<file path="src/rtl/multicycle_control_fsm.sv">
// multicycle_control_fsm
//   Control FSM for the multi-cycle RV32I CPU. It sequences one shared ALU
//   and one unified instruction/data memory through the states
//   IF/ID/EX/MEM/WB/JUMP/PC4/ECALL/HALT.
//
// Ports
//   clk        : clock; all state updates happen on the rising edge
//   reset      : synchronous, active-high; forces every output to 0 in the
//                same cycle
//   opcode     : IR[6:0]; stable from ID until the next IF
//   alu_bcond  : branch condition from the ALU, valid in EX
//   mem_ready  : memory completes the current read/write this cycle
//   halt_req   : register file reports x17==10; sampled in ECALL
//   pc_write, pc_source, i_or_d, mem_read, mem_write, ir_write, mdr_write,
//   reg_write, wb_src, alu_src_a, alu_src_b, alu_mode : datapath controls
//   is_ecall   : high in ECALL
//   retire     : one-cycle pulse on the cycle the PC is written
//   is_halted  : high in HALT
//   state      : current state encoding (reads 0 while reset is high)
module multicycle_control_fsm #(
  parameter int STATE_W = 4
) (
  input  logic               clk,
  input  logic               reset,
  input  logic [6:0]         opcode,
  input  logic               alu_bcond,
  input  logic               mem_ready,
  input  logic               halt_req,
  output logic               pc_write,
  output logic               pc_source,
  output logic               i_or_d,
  output logic               mem_read,
  output logic               mem_write,
  output logic               ir_write,
  output logic               mdr_write,
  output logic               reg_write,
  output logic [1:0]         wb_src,
  output logic               alu_src_a,
  output logic [1:0]         alu_src_b,
  output logic [1:0]         alu_mode,
  output logic               is_ecall,
  output logic               retire,
  output logic               is_halted,
  output logic [STATE_W-1:0] state
);

  typedef enum logic [STATE_W-1:0] {
    S_IF    = STATE_W'(0),
    S_ID    = STATE_W'(1),
    S_EX    = STATE_W'(2),
    S_MEM   = STATE_W'(3),
    S_WB    = STATE_W'(4),
    S_JUMP  = STATE_W'(5),
    S_PC4   = STATE_W'(6),
    S_ECALL = STATE_W'(7),
    S_HALT  = STATE_W'(8)
  } state_t;

  // Operand / mode encodings used below.
  localparam logic [1:0] SRCB_REG = 2'd0;
  localparam logic [1:0] SRCB_4   = 2'd1;
  localparam logic [1:0] SRCB_IMM = 2'd2;
  localparam logic [1:0] MODE_ADD = 2'd0;
  localparam logic [1:0] MODE_FN  = 2'd1;
  localparam logic [1:0] MODE_BR  = 2'd2;
  localparam logic [1:0] WB_ALU   = 2'd0;
  localparam logic [1:0] WB_OUT   = 2'd1;
  localparam logic [1:0] WB_MDR   = 2'd2;

  state_t r_state;
  state_t w_next;

  logic w_is_rtype;
  logic w_is_iarith;
  logic w_is_load;
  logic w_is_store;
  logic w_is_branch;
  logic w_is_jalr;
  logic w_is_jal;
  logic w_is_system;

  assign w_is_rtype  = (opcode == 7'b0110011);
  assign w_is_iarith = (opcode == 7'b0010011);
  assign w_is_load   = (opcode == 7'b0000011);
  assign w_is_store  = (opcode == 7'b0100011);
  assign w_is_branch = (opcode == 7'b1100011);
  assign w_is_jalr   = (opcode == 7'b1100111);
  assign w_is_jal    = (opcode == 7'b1101111);
  assign w_is_system = (opcode == 7'b1110011);

  always_ff @(posedge clk) begin
    if (reset) begin
      r_state <= S_IF;
    end else begin
      r_state <= w_next;
    end
  end

  always_comb begin
    w_next    = r_state;
    pc_write  = 1'b0;
    pc_source = 1'b0;
    i_or_d    = 1'b0;
    mem_read  = 1'b0;
    mem_write = 1'b0;
    ir_write  = 1'b0;
    mdr_write = 1'b0;
    reg_write = 1'b0;
    wb_src    = WB_ALU;
    alu_src_a = 1'b0;
    alu_src_b = SRCB_REG;
    alu_mode  = MODE_ADD;
    is_ecall  = 1'b0;
    retire    = 1'b0;
    is_halted = 1'b0;
    state     = r_state;

    case (r_state)
      S_IF: begin
        mem_read = 1'b1;
        if (mem_ready) begin
          ir_write = 1'b1;
          w_next   = S_ID;
        end
      end

      S_ID: begin
        // ALUOut <= PC + imm, used later as branch/JAL target.
        alu_src_b = SRCB_IMM;
        if (w_is_rtype || w_is_iarith || w_is_load || w_is_store ||
            w_is_branch || w_is_jalr) begin
          w_next = S_EX;
        end else if (w_is_jal) begin
          w_next = S_JUMP;
        end else if (w_is_system) begin
          w_next = S_ECALL;
        end else begin
          w_next = S_PC4;
        end
      end

      S_EX: begin
        alu_src_a = 1'b1;
        if (w_is_rtype) begin
          alu_src_b = SRCB_REG;
          alu_mode  = MODE_FN;
          w_next    = S_WB;
        end else if (w_is_iarith) begin
          alu_src_b = SRCB_IMM;
          alu_mode  = MODE_FN;
          w_next    = S_WB;
        end else if (w_is_load || w_is_store) begin
          alu_src_b = SRCB_IMM;
          w_next    = S_MEM;
        end else if (w_is_jalr) begin
          alu_src_b = SRCB_IMM;
          w_next    = S_JUMP;
        end else if (w_is_branch) begin
          alu_src_b = SRCB_REG;
          alu_mode  = MODE_BR;
          // Taken branch retires here straight from ALUOut (PC+imm from ID).
          if (alu_bcond) begin
            pc_write  = 1'b1;
            pc_source = 1'b1;
            retire    = 1'b1;
            w_next    = S_IF;
          end else begin
            w_next    = S_PC4;
          end
        end else begin
          w_next = S_PC4;
        end
      end

      S_MEM: begin
        i_or_d    = 1'b1;
        mem_read  = w_is_load;
        mem_write = w_is_store;
        if (mem_ready) begin
          if (w_is_load) begin
            mdr_write = 1'b1;
            w_next    = S_WB;
          end else begin
            w_next    = S_PC4;
          end
        end
      end

      S_WB: begin
        reg_write = 1'b1;
        wb_src    = w_is_load ? WB_MDR : WB_OUT;
        alu_src_b = SRCB_4;
        pc_write  = 1'b1;
        retire    = 1'b1;
        w_next    = S_IF;
      end

      S_JUMP: begin
        alu_src_b = SRCB_4;
        reg_write = 1'b1;
        wb_src    = WB_ALU;
        pc_write  = 1'b1;
        pc_source = 1'b1;
        retire    = 1'b1;
        w_next    = S_IF;
      end

      S_PC4: begin
        alu_src_b = SRCB_4;
        pc_write  = 1'b1;
        retire    = 1'b1;
        w_next    = S_IF;
      end

      S_ECALL: begin
        is_ecall = 1'b1;
        w_next   = halt_req ? S_HALT : S_PC4;
      end

      S_HALT: begin
        is_halted = 1'b1;
      end

      default: begin
        w_next = S_IF;
      end
    endcase

    // Reset abandons the current instruction: every output is forced low
    // in the same cycle so no PC/register/memory write can slip through.
    if (reset) begin
      w_next    = S_IF;
      pc_write  = 1'b0;
      pc_source = 1'b0;
      i_or_d    = 1'b0;
      mem_read  = 1'b0;
      mem_write = 1'b0;
      ir_write  = 1'b0;
      mdr_write = 1'b0;
      reg_write = 1'b0;
      wb_src    = WB_ALU;
      alu_src_a = 1'b0;
      alu_src_b = SRCB_REG;
      alu_mode  = MODE_ADD;
      is_ecall  = 1'b0;
      retire    = 1'b0;
      is_halted = 1'b0;
      state     = '0;
    end
  end

endmodule

</file>
<file path="config.mk">
export PLATFORM = sky130hd
export DESIGN_NAME = multicycle_control_fsm
export DESIGN_NICKNAME = d
export VERILOG_FILES = /design/src/rtl/multicycle_control_fsm.sv
export SDC_FILE = /design/constraint.sdc
export NUM_CORES = 1
export LEC_CHECK = 0
export CORE_ASPECT_RATIO = 1.75
export CORE_MARGIN = 4
export CORE_UTILIZATION = 25
export DETAILED_ROUTE_END_ITERATION = 10
export GPL_TIMING_DRIVEN = 0
export PLACE_DENSITY = 0.52
export SYNTH_ARGS = -nofsm -noshare
export SYNTH_HDL_FRONTEND = slang
export SYNTH_SLANG_ARGS = --single-unit
</file>
<file path="constraint.sdc">
create_clock -name clk -period 2.3 [get_ports clk]
set_clock_uncertainty 0.1 [all_clocks]
set_input_delay 0.345 -clock clk [delete_from_list [all_inputs] [get_ports clk]]
set_output_delay 0.345 -clock clk [all_outputs]
set_load 0.005 [all_outputs]
</file>
==> summary.txt, run 1 <==
Outcome
  • Status: completed

Pwr
  • Leakage: 0.0005536 uW
  • VDD IR max: 0.4065 mV
  • Power Density: 620.4 nW/um^2

Clock tree
  • Sink Count: 4
  • H-tree Lvls: 1
  • Max Root-Sink Buffers: 2
  • Cts bufs inserted: 3
  • Register clock-pin slew on the reported worst setup and hold paths: 0.03 ns
  • CTS tree: done
  • Clk root buf: clkbuf_8
  • Clk Latency, worst-skew pair: 0.21 ns

Worst setup path
  • Worst setup SP type: input port
  • Crit path largest cell delay: 0.26 ns
  • R2r startpoint: r_state[2]
  • Crit. End Element: output port
  • CP max stage cell: dlygate4sd2_1
  • Cell mode on critical path: buf_6
  • Critical R2R Capture: r_state[1]
  • Crit-path cells: dlygate4sd2_1 -> nand4bb_1 -> buf_6 -> buf_6 -> or2_4 -> nor4b_2 -> clkdlybuf4s15_1
  • R2R cell count: 6
  • Buf/Inv on CP: 4
  • Setup CP Type: input port to output port
  • Worst Path Required: 1.86 ns
  • R2r setup slk: 0.80 ns
  • Critical-path maximum fanout: 6
  • Critical Path AT: 1.77 ns
  • Largest delay share family, worst path: buffers and inverters

STA
  • RSZ-0062 raised after global routing: false
  • Least-Margin Pin Slew: 0.4415 ns
  • Slew Viols, Final: 0
  • Hold Vio Cnt, Final: 0
  • Crit share post-route: 96.40%
  • Fin crit period: 2.217 ns
  • Max-Slew Margin vs Limit: 70.56%
  • Max Fclk: 451.0 MHz
  • Setup Viol. Count Final: 0
  • Setup_tns: 0 ns

Floorplanning
  • I/O pin count: 34
  • Die height: 74.31 um
  • Core footprint: 2360 um^2
  • Die width: 45.89 um
  • Placement Rows: 23
  • Initial core utilization: 26.62%
  • Die Area: 3410 um^2

Cells and area
  • Top reg by flops: r_state
  • Final nets: 155
  • Fill count: 262
  • Largest regs: r_state (4)
  • Max reg flops: 4
  • ANT cells: 0
  • Layout area overhead: 80.88%
  • Final Non-Filler Cells: 166
  • Share of cells above drive strength 1: 28.37%

Synth
  • Cell taking the most area after synthesis: dfxtp_1
  • Synth Flop Type: dfxtp_1
  • #FFs+latches synth: 4
  • Post-synth ARST share: 0%
  • Yosys cell types: 35
  • Yosys top cell area share: 12.75%
  • Mapped Cells: 97
  • Synthesized area: 628.1 um^2
  • Sequential fraction of the synthesis area: 12.75%
  • Top-count cell post-synth: nor2_1
  • Most frequent cells after synthesis: nor2_1 (10), nand2_1 (9), nor3_1 (9)
  • Ranking of synthesized cells by area: dfxtp_1 (13%), nor3_1 (7.2%), a21oi_1 (6.4%), nor2_1 (6.0%), nand2_1 (5.4%)
  • Mean area per synthesized cell: 6.475 um^2
  • Synth warnings: 0
  • Syn_nets: 109
  • Post-synth EDFFs: 0

Route
  • DR vias/cell: 5.277
  • Routed WL per cell: 13.71 um
  • Remaining DRCs: 0
  • Antenna-violating nets left: 0
  • Detailed Routing Iterations Pass 1: 4
  • Final WL: 2.276 mm
  • First DRT Iteration DRCs: 20
  • Via total after detailed routing: 876

Global route
  • GR Overflow Total: 0
  • Initial antenna violation count: 0
  • Largest net degree at the start of global routing: 11
  • Gr usage total: 14.37%
  • Global-route wire length before repair: 3.726 mm
  • Vias in the first global route: 857

Placement
  • Final Wtd Congestion: 0.9053
  • Input/output buffers: 32
  • Cells after DPL: 154
  • HPWL Detailed: 1.745 mm

Hold path
  • Worst Hold Depth: 2
  • Hold Startpoint: mem_ready
  • WHS Endpoint: r_state[1]
  • Tightest Hold Check Type: input port to flip-flop

Run
  • Max-cap violations: 0
worst reg2reg max path: stages, from the launching register on:
cell and delay, ns:
dfxtp_1 0.31, buf_2 0.23, inv_1 0.12, nand2_1 0.16, o22ai_1 0.11, a211oi_1 0.25, o22ai_1 0.10
power breakdown:
part           internal (uW)  switching, uW
Sequential              95.8           32.0
Combinational            205            229
Clock                    111           31.8
placed cells by master (no fill, tap or decap), types with 4 or more instances in the layout:
master            n
nand2_1           9
buf_4             9
nor2_1            9
clkdlybuf4s50_1  12
a21oi_1           7
buf_2             5
dlygate4sd2_1    13
inv_1             7
nand3_1           4
nor3_1            6
cell type report:
cell class / count / area [um^2] / share of cell area [%]
Buffer: 7 / 45.04 / 3.965
Clock buffer: 3 / 41.29 / 3.634
Inverter: 7 / 26.28 / 2.313
Multi-Input combinational cell: 79 / 541.8 / 47.69
Sequential cell: 4 / 85.08 / 7.489
Tap cell: 25 / 31.28 / 2.753
Timing Repair Buffer: 41 / 365.4 / 32.16
logic make-up (layout without fill, tap and decap cells):
kind of cell	Yosys count	after routing	share of synthesized area, %
flip-flops	4	4	12.75
XOR/XNOR	1	1	1.395
AO/OA/AOI/OAI	21	21	19.92
buffers and inverters	14	58	10.76
AND/OR/NAND/NOR	57	57	55.18
metrics by stage:
| step | instance area, um^2 | util, % | setup WS (ns) | power, uW | hold slack [ns] |
|---|---|---|---|---|---|
| floorplan | 628.1 | - | 0.4401 | 358.9 | 0.3554 |
| global placement | 979.7 | 41.52 | -0.6067 | 535.5 | 0.5976 |
| detailed placement | 979.7 | 41.52 | -0.5445 | 535.0 | 0.5971 |
| CTS | 1084 | 45.92 | 0.001483 | 675.9 | 0.5608 |
| global route | 1136 | 48.14 | 0.001424 | 770.2 | 0.4856 |
| finish | 1136 | 48.14 | 0.08274 | 704.9 | 0.4698 |
worst max path at each step:
stage | slack [ns] | cells after the start | end | start
floorplan | 0.44 | 6 | retire | r_state[1]
global placement | -0.61 | 7 | mem_read | opcode[3]
detailed placement | -0.54 | 7 | mem_read | opcode[3]
CTS | 0.001 | 7 | mem_write | opcode[3]
global route | 0.001 | 8 | mem_read | opcode[3]
finish | 0.08 | 7 | mem_write | opcode[3]
metal layers:
metal	wire length [um]	GRT usage, %	share of wire [%]	vias to the layer above
met5	0	0	0	-
met4	36	8.228	1.6	0
met3	157	3.148	6.9	4
met2	1177	23.47	52	36
met1	906	16.57	40	402
li1	-	-	-	434
timing repair:
item	4_1_cts	5_1_grt
hold buffers	0	0
pin swaps	6	3
resized for setup	37	14
endpoints found under the setup margin	18	12
buffers inserted	7	2
(Power assumes the default switching activity.)
==> run 2, diff against run 1 <==
--- a/config.mk
+++ b/config.mk
@@ -11,6 +11,7 @@
 export DETAILED_ROUTE_END_ITERATION = 10
 export GPL_TIMING_DRIVEN = 0
 export PLACE_DENSITY = 0.52
+export SLEW_MARGIN = 10
 export SYNTH_ARGS = -nofsm -noshare
 export SYNTH_HDL_FRONTEND = slang
 export SYNTH_SLANG_ARGS = --single-unit
==> results of run 2 <==
No change in the layout: final DEF, timing and power equal those of run 1.
